<file path="src/rtl/mopshub_clk_pkg.sv">
// rtl/mopshub_clk_pkg.sv - shared types and defaults for the clock-forwarding lock controller
// Purpose : FSM state encoding, default parameter values and the saturating
//           status-counter helper used by clk_fwd_lock_ctrl.
// Ports   : none (package).
// Option  : LOCK_STATUS_CNT_EN enables the status counters that use sat_inc.
package mopshub_clk_pkg;

   localparam int STATE_W            = 2;
   localparam int DEF_LOCK_CYCLES    = 1024;
   localparam int DEF_TIMEOUT_CYCLES = 65536;
   localparam int DEF_RST_CYCLES     = 16;
   localparam int DEF_CNT_W          = 17;
   localparam int STAT_CNT_W         = 8;

   typedef enum logic [STATE_W-1:0] {
      ST_RST_MMCM  = 2'd0,
      ST_WAIT_LOCK = 2'd1,
      ST_STABLE    = 2'd2,
      ST_RUN       = 2'd3
   } state_t;

   // Increment that sticks at all-ones instead of wrapping.
   function automatic logic [STAT_CNT_W-1:0] sat_inc(input logic [STAT_CNT_W-1:0] v);
      return (v == '1) ? v : v + STAT_CNT_W'(1);
   endfunction

endpackage

</file>
<file path="src/rtl/clk_fwd_lock_ctrl_if.sv">
// rtl/clk_fwd_lock_ctrl_if.sv - signal bundle between the lock controller and its environment
// Purpose : groups the MMCM status/control and forwarding-enable signals.
// Signals : mmcm_locked (raw, async), force_relock, mmcm_rst, fwd_en,
//           lol_pulse, timeout_pulse, state_o[1:0];
//           lol_count[7:0], relock_count[7:0] only with LOCK_STATUS_CNT_EN.
// Modports: master = environment side, slave = controller side.
interface clk_fwd_lock_ctrl_if;
   import mopshub_clk_pkg::*;

   logic                  mmcm_locked;
   logic                  force_relock;
   logic                  mmcm_rst;
   logic                  fwd_en;
   logic                  lol_pulse;
   logic                  timeout_pulse;
   logic [STATE_W-1:0]    state_o;
`ifdef LOCK_STATUS_CNT_EN
   logic [STAT_CNT_W-1:0] lol_count;
   logic [STAT_CNT_W-1:0] relock_count;

   modport master (output mmcm_locked, force_relock,
                   input  mmcm_rst, fwd_en, lol_pulse, timeout_pulse, state_o,
                          lol_count, relock_count);
   modport slave  (input  mmcm_locked, force_relock,
                   output mmcm_rst, fwd_en, lol_pulse, timeout_pulse, state_o,
                          lol_count, relock_count);
`else
   modport master (output mmcm_locked, force_relock,
                   input  mmcm_rst, fwd_en, lol_pulse, timeout_pulse, state_o);
   modport slave  (input  mmcm_locked, force_relock,
                   output mmcm_rst, fwd_en, lol_pulse, timeout_pulse, state_o);
`endif
endinterface

</file>
<file path="src/rtl/clk_fwd_lock_ctrl_sync_2ff.sv">
// rtl/clk_fwd_lock_ctrl_sync_2ff.sv - generic two-flop synchronizer
// Purpose : brings an asynchronous level into the clk domain, 2-cycle latency.
// Ports   : clk, rst (sync, active-low, clears both flops),
//           i_d[WIDTH-1:0] async input, o_q[WIDTH-1:0] synchronized output.
module sync_2ff #(
   parameter int WIDTH = 1
) (
   input  logic             clk,
   input  logic             rst,
   input  logic [WIDTH-1:0] i_d,
   output logic [WIDTH-1:0] o_q
);

   logic [WIDTH-1:0] r_meta;
   logic [WIDTH-1:0] r_sync;

   always_ff @(posedge clk) begin
      if (!rst) begin
         r_meta <= '0;
         r_sync <= '0;
      end else begin
         r_meta <= i_d;
         r_sync <= r_meta;
      end
   end

   assign o_q = r_sync;

endmodule

</file>
<file path="src/rtl/clk_fwd_lock_ctrl.sv">
// rtl/clk_fwd_lock_ctrl.sv - MMCM lock qualification and forwarded-clock enable
// Purpose : filters the MMCM locked flag, drives fwd_en for the clock
//           forwarding stage and pulses the MMCM reset for automatic re-lock.
// Ports   : clk (free-running), rst (sync, active-low),
//           bus (clk_fwd_lock_ctrl_if.slave): mmcm_locked, force_relock in;
//           mmcm_rst, fwd_en, lol_pulse, timeout_pulse, state_o out.
// Option  : LOCK_STATUS_CNT_EN adds saturating lol_count / relock_count.
module clk_fwd_lock_ctrl
   import mopshub_clk_pkg::*;
#(
   parameter int LOCK_CYCLES    = DEF_LOCK_CYCLES,
   parameter int TIMEOUT_CYCLES = DEF_TIMEOUT_CYCLES,
   parameter int RST_CYCLES     = DEF_RST_CYCLES,
   parameter int CNT_W          = DEF_CNT_W
) (
   input  logic                clk,
   input  logic                rst,
   clk_fwd_lock_ctrl_if.slave  bus
);

   localparam logic [CNT_W-1:0] RST_LAST  = CNT_W'(RST_CYCLES - 1);
   localparam logic [CNT_W-1:0] TMO_LAST  = CNT_W'(TIMEOUT_CYCLES - 1);
   localparam logic [CNT_W-1:0] LOCK_LAST = CNT_W'(LOCK_CYCLES - 1);

   state_t           r_state;
   state_t           w_state_nxt;
   logic [CNT_W-1:0] r_cnt;
   logic [CNT_W-1:0] w_cnt_nxt;
   logic             w_lol_nxt;
   logic             w_tmo_nxt;
   logic             w_locked_s;
   logic             r_mmcm_rst;
   logic             r_fwd_en;
   logic             r_lol_pulse;
   logic             r_tmo_pulse;

   sync_2ff #(.WIDTH(1)) u_sync_locked (
      .clk (clk),
      .rst (rst),
      .i_d (bus.mmcm_locked),
      .o_q (w_locked_s)
   );

   // One counter serves all states: reset-pulse width, lock timeout and
   // qualification length. Every terminal value leaves the state or holds.
   always_comb begin
      w_state_nxt = r_state;
      w_cnt_nxt   = r_cnt;
      w_lol_nxt   = 1'b0;
      w_tmo_nxt   = 1'b0;
      if (bus.force_relock && (r_state != ST_RST_MMCM)) begin
         // Manual relock wins over lock loss and timeout, so no pulses.
         w_state_nxt = ST_RST_MMCM;
         w_cnt_nxt   = '0;
      end else begin
         case (r_state)
            ST_RST_MMCM: begin
               if (r_cnt == RST_LAST) begin
                  w_state_nxt = ST_WAIT_LOCK;
                  w_cnt_nxt   = '0;
               end else begin
                  w_cnt_nxt = r_cnt + CNT_W'(1);
               end
            end
            ST_WAIT_LOCK: begin
               if (w_locked_s) begin
                  w_state_nxt = ST_STABLE;
                  w_cnt_nxt   = '0;
               end else if (r_cnt == TMO_LAST) begin
                  w_state_nxt = ST_RST_MMCM;
                  w_cnt_nxt   = '0;
                  w_tmo_nxt   = 1'b1;
               end else begin
                  w_cnt_nxt = r_cnt + CNT_W'(1);
               end
            end
            ST_STABLE: begin
               if (!w_locked_s) begin
                  w_state_nxt = ST_WAIT_LOCK;
                  w_cnt_nxt   = '0;
               end else if (r_cnt == LOCK_LAST) begin
                  w_state_nxt = ST_RUN;
               end else begin
                  w_cnt_nxt = r_cnt + CNT_W'(1);
               end
            end
            ST_RUN: begin
               if (!w_locked_s) begin
                  w_state_nxt = ST_WAIT_LOCK;
                  w_cnt_nxt   = '0;
                  w_lol_nxt   = 1'b1;
               end
            end
            default: begin
               w_state_nxt = ST_RST_MMCM;
               w_cnt_nxt   = '0;
            end
         endcase
      end
   end

   // Outputs are registered from the next state so they change on the
   // same edge as the state itself.
   always_ff @(posedge clk) begin
      if (!rst) begin
         r_state     <= ST_RST_MMCM;
         r_cnt       <= '0;
         r_mmcm_rst  <= 1'b1;
         r_fwd_en    <= 1'b0;
         r_lol_pulse <= 1'b0;
         r_tmo_pulse <= 1'b0;
      end else begin
         r_state     <= w_state_nxt;
         r_cnt       <= w_cnt_nxt;
         r_mmcm_rst  <= (w_state_nxt == ST_RST_MMCM);
         r_fwd_en    <= (w_state_nxt == ST_RUN);
         r_lol_pulse <= w_lol_nxt;
         r_tmo_pulse <= w_tmo_nxt;
      end
   end

   assign bus.mmcm_rst      = r_mmcm_rst;
   assign bus.fwd_en        = r_fwd_en;
   assign bus.lol_pulse     = r_lol_pulse;
   assign bus.timeout_pulse = r_tmo_pulse;
   assign bus.state_o       = r_state;

`ifdef LOCK_STATUS_CNT_EN
   logic [STAT_CNT_W-1:0] r_lol_count;
   logic [STAT_CNT_W-1:0] r_relock_count;

   always_ff @(posedge clk) begin
      if (!rst) begin
         r_lol_count    <= '0;
         r_relock_count <= '0;
      end else begin
         if (w_lol_nxt) r_lol_count    <= sat_inc(r_lol_count);
         if (w_tmo_nxt) r_relock_count <= sat_inc(r_relock_count);
      end
   end

   assign bus.lol_count    = r_lol_count;
   assign bus.relock_count = r_relock_count;
`endif

endmodule

</file>
<file path="src/flat_wrapper.sv">
// flat-port wrapper written by rule: the top's interface ports become plain ports
module clk_fwd_lock_ctrl_flat import mopshub_clk_pkg::*;
#(
   parameter int LOCK_CYCLES    = DEF_LOCK_CYCLES,
   parameter int TIMEOUT_CYCLES = DEF_TIMEOUT_CYCLES,
   parameter int RST_CYCLES     = DEF_RST_CYCLES,
   parameter int CNT_W          = DEF_CNT_W
)
  (clk, rst, bus_mmcm_locked, bus_force_relock, bus_mmcm_rst, bus_fwd_en, bus_lol_pulse, bus_timeout_pulse, bus_state_o);
  clk_fwd_lock_ctrl_if bus_i ();
  input  logic clk;
  input  logic rst;
  input wire logic [$bits(bus_i.mmcm_locked)-1:0] bus_mmcm_locked;
  input wire logic [$bits(bus_i.force_relock)-1:0] bus_force_relock;
  output wire logic [$bits(bus_i.mmcm_rst)-1:0] bus_mmcm_rst;
  output wire logic [$bits(bus_i.fwd_en)-1:0] bus_fwd_en;
  output wire logic [$bits(bus_i.lol_pulse)-1:0] bus_lol_pulse;
  output wire logic [$bits(bus_i.timeout_pulse)-1:0] bus_timeout_pulse;
  output wire logic [$bits(bus_i.state_o)-1:0] bus_state_o;
  assign bus_i.mmcm_locked = bus_mmcm_locked;
  assign bus_i.force_relock = bus_force_relock;
  assign bus_mmcm_rst = bus_i.mmcm_rst;
  assign bus_fwd_en = bus_i.fwd_en;
  assign bus_lol_pulse = bus_i.lol_pulse;
  assign bus_timeout_pulse = bus_i.timeout_pulse;
  assign bus_state_o = bus_i.state_o;
  clk_fwd_lock_ctrl #(.LOCK_CYCLES(LOCK_CYCLES), .TIMEOUT_CYCLES(TIMEOUT_CYCLES), .RST_CYCLES(RST_CYCLES), .CNT_W(CNT_W)) u_core (.clk(clk), .rst(rst), .bus(bus_i));
endmodule
</file>
<file path="config.mk">
export PLATFORM = sky130hd
export DESIGN_NAME = clk_fwd_lock_ctrl_flat
export DESIGN_NICKNAME = d
export VERILOG_FILES = /design/src/rtl/mopshub_clk_pkg.sv /design/src/rtl/clk_fwd_lock_ctrl_if.sv /design/src/rtl/clk_fwd_lock_ctrl_sync_2ff.sv /design/src/rtl/clk_fwd_lock_ctrl.sv /design/src/flat_wrapper.sv
export SDC_FILE = /design/constraint.sdc
export NUM_CORES = 1
export LEC_CHECK = 0
export ABC_AREA = 1
export CAP_MARGIN = 20
export CORE_AREA = 2 2 55 57
export DETAILED_ROUTE_END_ITERATION = 8
export DIE_AREA = 0 0 57 59
export PLACE_DENSITY = 0.84
export SYNTH_ARGS = -nofsm -noshare
export SYNTH_HDL_FRONTEND = slang
export SYNTH_SLANG_ARGS = --single-unit
export TNS_END_PERCENT = 5
</file>
<file path="constraint.sdc">
create_clock -name clk -period 4.7 [get_ports clk]
set_clock_uncertainty 0.1 [all_clocks]
set_input_delay 0.47 -clock clk [delete_from_list [all_inputs] [get_ports clk]]
set_output_delay 0.47 -clock clk [all_outputs]
set_load 0.05 [all_outputs]
</file>
==> impl_metrics.py <==
metrics = {
    "yosys": {
        "netlist_area_um2": 1480,
        "syn-num-nets": 236,
        "synth_flop_cell": "dfxtp_1",
        "synthArstFlopShare": 0,
        "ys_ff_latch": 25,
        "yosysSeqAreaShare": 0.338,
        "synth_area_per_cell_um2": 6.47,
        "yosys_warnings": 0,
        "synth_edf_count": 0,
        "yosys.cell_types.count": 25,
        "synthCells": 229,
    },
    "setup_path": {
        "cp.required_ns": 4.83,
        "critical_path_arrival_ns": 2.76,
        "worstSetupEndpointType": "flop",
        "startpoint_type": "flop",
        "cp_max_fo": 6,
        "path_class": "reg -> reg",
    },
    "routing": {
        "first_pass_iters": 4,
        "drc": 0,
        "post_drt_wl_per_cell_um": 10.9,
        "finalWirelength_um": 2940,
        "antenna_left": 0,
        "vias_per_cell": 5.15,
        "vias": 1390,
        "drt-initial-drc-count": 47,
    },
    "floorplanning": {
        "core_area_um2": 2710,
        "die_w_um": 57,
        "die_h_um": 59,
        "die_area_um2": 3360,
        "io_pins": 10,
        "start_util": 0.547,
        "rows": 19,
    },
    "placement": {
        "port_buffers": 9,
        "place_congestion": 0.938,
        "dp_hpwl_um": 2300,
    },
    "clocking": {
        "cts_resized": 0,
        "cts-root-buf": "clkbuf_4",
        "cts.clk_slew.worst_paths_ns": 0.12,
        "postCtsSetupBuffers": 0,
        "holdBufCountCts": 0,
        "clock-sinks": 25,
        "clk_latency_ns": 0.32,
        "cts_tree": "done",
        "clockBufferDepth": 2,
        "cts_buffers": 3,
        "cts-htree-levels": 1,
    },
    "power_and_ir_drop": {
        "leakage_nw": 0.750,
        "swShare": 0.225,
        "p_seq_frac": 0.665,
        "power.internal_w": 0.000255,
        "ir_worst_vdd_mv": 0.184,
        "p_per_area_nw_per_um2": 205,
        "power_frac_comb": 0.047,
        "power_frac_clock": 0.288,
        "p_sw_w": 0.0000738,
    },
    "sta": {
        "rsz0062_at_grt": "no",
        "fin_crit_ns": 2.62,
        "min_period_over_period": 0.558,
        "worst_pin_slew_ns": 0.518,
        "relSlewSlack": 0.654,
        "setup-violations-final": 0,
        "finalHoldViolations": 0,
        "finalMaxSlewViolations": 0,
        "worst_hold_slack_ns": 0.325,
        "fin_tns_setup_ns": 0,
        "fmax_mhz": 381,
    },
    "grt": {
        "grtUsageMet1": 0.256,
        "top_usage_layer": "met2",
        "use_met2": 0.315,
        "gr-usage-met3": 0.0306,
        "grt_pass1_vias": 1185,
        "grt_pass1_wl_um": 5120,
        "grt_max_degree": 27,
        "antenna_found_initial": 0,
        "grt_usage": 0.195,
        "grt.overflow.total": 0,
    },
    "finish": {
        "layout_common_cells": "nand2_1 (51), nor2_1 (38), inv_1 (36)",
        "drive_gt1_frac": 0.0795,
        "mostFrequentLayoutCell": "nand2_1",
        "fillers": 285,
        "areaGrowthSynthToFinish_pct": 8.19,
        "finalNetCount": 247,
        "diodes": 0,
    },
    "run_status": {
        "outcome": "complete, no violations",
    },
    "run": {
        "maxCapViolations": 0,
    },
    "worst_hold_path": {
        "hold_class": "reg -> reg",
    },
}
==> state kept, by name, indices dropped and copies added, names as in the netlist <==
| signal | count |
|---|---|
| u_core.bus.fwd_en | 1 |
| u_core.bus.lol_pulse | 1 |
| u_core.bus.mmcm_rst | 1 |
| u_core.bus.state_o | 2 |
| u_core.bus.timeout_pulse | 1 |
| u_core.r_cnt | 17 |
| u_core.u_sync_locked.o_q | 1 |
| u_core.u_sync_locked.r_meta | 1 |
==> Yosys cell counts, types with 2 or more instances <==
| library cell | n | share of area |
|---|---|---|
| nand2_4 | 3 | 0.023 |
| nor2_1 | 38 | 0.096 |
| nand4_1 | 9 | 0.038 |
| buf_6 | 3 | 0.023 |
| nand2_2 | 2 | 0.0084 |
| nand2_1 | 51 | 0.13 |
| dfxtp_1 | 25 | 0.34 |
| nor3_1 | 8 | 0.027 |
| o21ai_0 | 3 | 0.010 |
| ha_1 | 3 | 0.025 |
| inv_1 | 36 | 0.091 |
| a21oi_1 | 7 | 0.024 |
| nand3_1 | 25 | 0.084 |
| nor2_2 | 5 | 0.021 |
==> cells by family (layout without fill, tap and decap cells) <==
kind of cell	Yosys count	count (layout)	synth area share
compound gates	12	12	0.0439
xor+xnor	1	1	0.00591
fa+ha+maj	3	3	0.0253
buf+inv	41	51	0.121
flops	25	25	0.338
simple gates	147	147	0.467
==> power by group through the flow <==
stage	Sequential [W]	Combinational, W	Clock (W)
after floorplan	0.000222	0.0000104	0
after global placement	0.000223	0.0000152	0
after detailed placement	0.000223	0.0000154	0
after CTS	0.000218	0.0000155	0.0000996
after global routing	0.000219	0.0000178	0.000108
final	0.000219	0.0000154	0.0000947
==> routing by layer <==
metal	part of all wire	up-vias	routed length, um
li1	-	750	-
met1	0.48	606	1410
met2	0.46	27	1360
met3	0.037	7	109
met4	0.023	0	68
met5	0	-	0
==> path summary, 6_finish.rpt <==
path	endpoint	slack, ns	cells after the start	start
max	u_core.r_cnt[2]	2.08	15	u_core.r_cnt[0]
min	u_core.u_sync_locked.o_q	0.33	2	u_core.u_sync_locked.r_meta
max reg2reg	u_core.r_cnt[2]	2.08	15	u_core.r_cnt[0]
min reg2reg	u_core.u_sync_locked.o_q	0.33	2	u_core.u_sync_locked.r_meta
==> worst max-delay path, stage by stage (launching register included) <==
cell     delay [ns]
dfxtp_1        0.44
ha_1           0.23
nand3_2        0.17
nor2_4         0.22
nand2_1        0.12
nor3b_1        0.31
ha_1           0.23
inv_1          0.06
nand2_1        0.09
nand3_1        0.07
nand2_1        0.14
nand2_4        0.08
nand2_4        0.11
inv_4          0.06
nand2_1        0.07
nor2_2         0.03
==> final cells by class <==
type / count / area, um2 / share of cell area
inverters: 38 / 145 / 0.0905
clock buffers: 4 / 26.3 / 0.0164
well taps: 31 / 38.8 / 0.0242
flip-flops and latches: 25 / 500 / 0.312
repair buffers: 9 / 90.1 / 0.0562
multi-input cells: 163 / 803 / 0.501
==> stage by stage <==
stage | utilization | area, um2 | total power, W | cells | worst slack, ns
global placement | 0.582 | 1580 | 0.000238 | 266 | 2.29
finish | 0.592 | 1600 | 0.000329 | 270 | 2.08
CTS | 0.592 | 1600 | 0.000334 | 270 | 2.11
floorplan | - | 1480 | 0.000233 | 229 | 2.45
global route | 0.592 | 1600 | 0.000345 | 270 | 1.78
detailed placement | 0.582 | 1580 | 0.000239 | 266 | 2.15
Power figures use the tool's default switching activity.
